--- config.mk ---
export PLATFORM = sky130hd
export DESIGN_NAME = comparador_serial
export DESIGN_NICKNAME = d
export VERILOG_FILES = /design/src/rtl/comparador_serial.sv
export SDC_FILE = /design/constraint.sdc
export NUM_CORES = 1
export LEC_CHECK = 0
export ABC_AREA = 1
export CORE_ASPECT_RATIO = 0.8
export CORE_MARGIN = 2
export CORE_UTILIZATION = 45
export CTS_BUF_LIST = sky130_fd_sc_hd__clkbuf_4
export CTS_CLUSTER_SIZE = 12
export DETAILED_ROUTE_END_ITERATION = 10
export GPL_TIMING_DRIVEN = 0
export PLACE_DENSITY = 0.82
export SETUP_SLACK_MARGIN = 0.1
export SYNTH_ARGS = -nofsm -noshare
export SYNTH_HDL_FRONTEND = slang
export SYNTH_SLANG_ARGS = --single-unit
--- constraint.sdc ---
create_clock -name clk -period 3.2 [get_ports clk]
set_input_delay 0.96 -clock clk [delete_from_list [all_inputs] [get_ports clk]]
set_output_delay 0.96 -clock clk [all_outputs]
set_load 0.05 [all_outputs]
--- src/rtl/comparador_serial.sv ---
// Serial MSB-first magnitude/equality comparator with Hamming distance.
// One bit pair per valid cycle; results are registered and flagged by a one-cycle done pulse.
module comparador_serial #(
  parameter int WIDTH = 8
) (
  input  logic                         clk,
  input  logic                         rst,
  input  logic                         start,
  input  logic                         bit_valid,
  input  logic                         a_bit,
  input  logic                         b_bit,
  output logic                         busy,
  output logic                         done,
  output logic                         eq,
  output logic                         gt,
  output logic                         lt,
  output logic [$clog2(WIDTH+1)-1:0]   diff_count
);

  localparam int CW = $clog2(WIDTH + 1);
  localparam logic [CW-1:0] LAST_IDX = CW'(WIDTH - 1);

  typedef enum logic [1:0] {
    ST_IDLE  = 2'd0,
    ST_SHIFT = 2'd1,
    ST_DONE  = 2'd2
  } state_t;

  state_t        state_q,   state_d;
  logic [CW-1:0] cnt_q,     cnt_d;
  logic [CW-1:0] diff_q,    diff_d;
  logic          decided_q, decided_d;
  logic          mag_gt_q,  mag_gt_d;
  logic          eq_q,      eq_d;
  logic          gt_q,      gt_d;
  logic          lt_q,      lt_d;
  logic          busy_q,    busy_d;
  logic          done_q,    done_d;
  logic          mismatch;

  always_comb begin
    state_d   = state_q;
    cnt_d     = cnt_q;
    diff_d    = diff_q;
    decided_d = decided_q;
    mag_gt_d  = mag_gt_q;
    eq_d      = eq_q;
    gt_d      = gt_q;
    lt_d      = lt_q;
    mismatch  = 1'b0;

    // start restarts the comparison from every state, including mid-word
    if (start) begin
      state_d   = ST_SHIFT;
      cnt_d     = {CW{1'b0}};
      diff_d    = {CW{1'b0}};
      decided_d = 1'b0;
      mag_gt_d  = 1'b0;
      eq_d      = 1'b0;
      gt_d      = 1'b0;
      lt_d      = 1'b0;
    end else begin
      case (state_q)
        ST_IDLE: begin
          state_d = ST_IDLE;
        end
        ST_SHIFT: begin
          if (bit_valid) begin
            mismatch = a_bit ^ b_bit;
            cnt_d    = cnt_q + {{(CW-1){1'b0}}, 1'b1};
            diff_d   = diff_q + {{(CW-1){1'b0}}, mismatch};
            // the first differing MSB-first position decides the magnitude
            if (mismatch && !decided_q) begin
              decided_d = 1'b1;
              mag_gt_d  = a_bit;
            end else begin
              decided_d = decided_q;
              mag_gt_d  = mag_gt_q;
            end
            if (cnt_q == LAST_IDX) begin
              state_d = ST_DONE;
              eq_d    = ~decided_d;
              gt_d    = decided_d & mag_gt_d;
              lt_d    = decided_d & ~mag_gt_d;
            end else begin
              state_d = ST_SHIFT;
            end
          end else begin
            state_d = ST_SHIFT;
          end
        end
        ST_DONE: begin
          state_d = ST_IDLE;
        end
        default: begin
          state_d = ST_IDLE;
        end
      endcase
    end

    busy_d = (state_d == ST_SHIFT);
    done_d = (state_d == ST_DONE);
  end

  always_ff @(posedge clk) begin
    if (rst) begin
      state_q   <= ST_IDLE;
      cnt_q     <= {CW{1'b0}};
      diff_q    <= {CW{1'b0}};
      decided_q <= 1'b0;
      mag_gt_q  <= 1'b0;
      eq_q      <= 1'b0;
      gt_q      <= 1'b0;
      lt_q      <= 1'b0;
      busy_q    <= 1'b0;
      done_q    <= 1'b0;
    end else begin
      state_q   <= state_d;
      cnt_q     <= cnt_d;
      diff_q    <= diff_d;
      decided_q <= decided_d;
      mag_gt_q  <= mag_gt_d;
      eq_q      <= eq_d;
      gt_q      <= gt_d;
      lt_q      <= lt_d;
      busy_q    <= busy_d;
      done_q    <= done_d;
    end
  end

  assign busy       = busy_q;
  assign done       = done_q;
  assign eq         = eq_q;
  assign gt         = gt_q;
  assign lt         = lt_q;
  assign diff_count = diff_q;

endmodule

==> results.tsv <==
stage	metric	value	unit
run_status	status	finished clean	
clock_tree	h-tree-depth	1	
grt	antenna_found_initial	0	
detailed_routing	num_vias	659	
place	pre_cts_slack	0.796	ns
place	gp_congestion	0.749	
power_and_ir_drop	power_frac_seq	56.1	%
detailed_routing	drt_wl_total	1430	µm
critical_path	crit_path_max_incr_delay	0.82	ns
finish	n_antenna_cell	0	
floorplanning	die_w	50.2	µm
sta	period_needed	2.47	ns
yosys	synth_area	768	µm²
critical_path	cp_max_fo	4	
finish	drive_above_1_share	11.2	%
power_and_ir_drop	combPwrFrac	11.2	%
clock_tree	cts-root-buf	clkbuf_4	
sta	tightest_slew	0.496	ns
clock_tree	cts_buffers	3	
detailed_routing	route.detailed.drc	0	
floorplanning	die_h	41.0	µm
finish	final_cell_mix	dfxtp_1, nand2_1, nor2_1	
sta	hold_violations	0	
grt	grt_max_degree	11	
floorplanning	dieArea	2060	µm²
yosys	synth.top_cell.area_share	44.3	%
sta	relSlewSlack	66.8	%
detailed_routing	dr.pass1.iters	4	
critical_path	cp-start-kind	register	
floorplanning	rows	13	
clock_tree	cts_hold_buffers	0	
clock_tree	clk_latency	0.30	ns
floorplanning	start_util	47.7	%
yosys	synth_seq_cells	17	
yosys	avgSynthCellArea	7.84	µm²
sta	slew_violations	0	
power_and_ir_drop	clkPwrFrac	32.7	%
sta	fmax	404	MHz
detailed_routing	avgRoutedWirePerCell	10.3	µm
power_and_ir_drop	power_density	401	nW/µm²
place	dpl_cell_area	936	µm²
detailed_routing	drt_iter0_drc	11	
finish	finish.utilization	60.0	%
critical_path	slowest_stage	clkdlybuf4s50_1	
yosys	post_synth_num_cell_types	18	
clock_tree	clk_path_buf_depth	2	
clock_tree	path_clk_slew	0.10	ns
finish	final_cell_area	966	µm²
worst_hold_path	hold_class	reg -> reg	
finish	fin_nets	126	
critical_path	path_buf_inv	1	
yosys	yosysSeqAreaShare	44.3	%
yosys	syn-num-nets	107	
sta	rsz0062_at_grt	false	
finish	layout_commonest_cell	dfxtp_1	
clock_tree	post_cts_buffers	0	
floorplanning	pin_count	15	
clock_tree	cts.repair.resized	0	
power_and_ir_drop	p_leak	0.384	nW
yosys	ys_warn_count	0	
critical_path	cp.arrival	1.51	ns
power_and_ir_drop	p_switching	0.0000991	W
critical_path	endpoint_kind	primary output	
grt	grt_pass1_wl	2380	µm
critical_path	path_class	reg -> out	
place	io_buffers	14	
yosys	synth_area_leaders	dfxtp_1, nand2_1, nor2_1, inv_1, o21ai_0	
place	dp_cells	134	
clock_tree	cts.sinks	17	
power_and_ir_drop	switching_share	25.5	%
detailed_routing	drtAntennaViolNets	0	
finish	stdcell_count	138	
critical_path	reg2reg_depth	7	
sta	finClkSkew	0.00458	ns
yosys	synth_cells	98	
critical_path	cp_cell_sequence	clkdlybuf4s50_1	
critical_path	critPathTopFamily	buffers and inverters	
place	detailed_place_hpwl	1080	µm
run	maxCapViolCount	0	
finish	areaGrowthSynthToFinish	25.7	%
detailed_routing	via_per_inst	4.78	
clock_tree	cts_tree	built	
grt	grtUsageTotal	16.7	%
power_and_ir_drop	peakVddDrop	0.259	mV
grt	grt_pass1_vias	578	
yosys	yosysTopAreaCell	dfxtp_1	
grt	overflow	0	
critical_path	required	2.24	ns
sta	setup_tns	0	ns
critical_path	path_depth	1	
floorplanning	core_area	1610	µm²
power_and_ir_drop	intPower	0.000289	W
sta	setup_violations	0	
worst_hold_path	hold_path_depth	1	
sta	min_period_over_period	77.3	%
sta	setup_slack	0.726	ns
## metal layers
metal / part of all wire (%) / track usage, %
met5: 0 / 0
met2: 44 / 27.3
met4: 1.9 / 10.4
met3: 5.5 / 6.57
met1: 48 / 18.9
## per-stage QoR
| stage | power (W) | hold slack [ns] |
|---|---|---|
| global route | 0.000402 | 0.485 |
| floorplan | 0.000250 | 0.438 |
| finish | 0.000388 | 0.452 |
| detailed placement | 0.000266 | 0.439 |
| global placement | 0.000265 | 0.433 |
| CTS | 0.000392 | 0.459 |
## cell usage after synthesis
cell,n
nor2_4,3
nor2_8,1
nor2_1,15
inv_2,1
a31oi_1,1
nand3_4,1
nand2_1,16
nor2_2,1
inv_1,13
nand3_1,3
dfxtp_1,17
nand2_2,2
a21oi_1,8
nor3_1,2
ha_1,3
a211oi_1,1
o21a_1,1
o21ai_0,9
## sequential cells by signal, indices dropped and copies added, names as in the netlist
name,count
state_q,2
eq,1
gt,1
cnt_q,4
lt,1
busy,1
mag_gt_q,1
diff_count,4
decided_q,1
done,1
## power by group through the flow
| stage | registers, W | clock network, W | logic (W) |
|---|---|---|---|
| after floorplan | 0.000228 | 0 | 0.0000223 |
| after global placement | 0.000222 | 0 | 0.0000426 |
| after detailed placement | 0.000222 | 0 | 0.0000435 |
| after CTS | 0.000218 | 0.000131 | 0.0000438 |
| after global routing | 0.000218 | 0.000136 | 0.0000480 |
| final | 0.000218 | 0.000127 | 0.0000436 |
## kinds of logic after synthesis
group	Yosys count	share of synthesized area, %
flops	17	44.3
fa+ha+maj	3	4.89
simple gates	44	30.1
buf+inv	14	6.84
compound gates	20	13.8
## final timing paths
check / startpoint / endpoint / slack, ns
worst min-delay path: diff_count[3] / diff_count[3] / 0.45
worst max-delay path: diff_count[1] / diff_count[1] / 0.73
worst max register to register: cnt_q[0] / lt / 1.93
worst min register to register: diff_count[3] / diff_count[3] / 0.45
## area by class of cell
class                           instances  area [µm²]
Multi-Input combinational cell         67         375
Sequential cell                        17         340
Clock buffer                            4        30.0
Fill cell                             147         644
Inverter                               14        52.6
Timing Repair Buffer                   14         140
Tap cell                               22        27.5
Power figures use the tool's default switching activity.
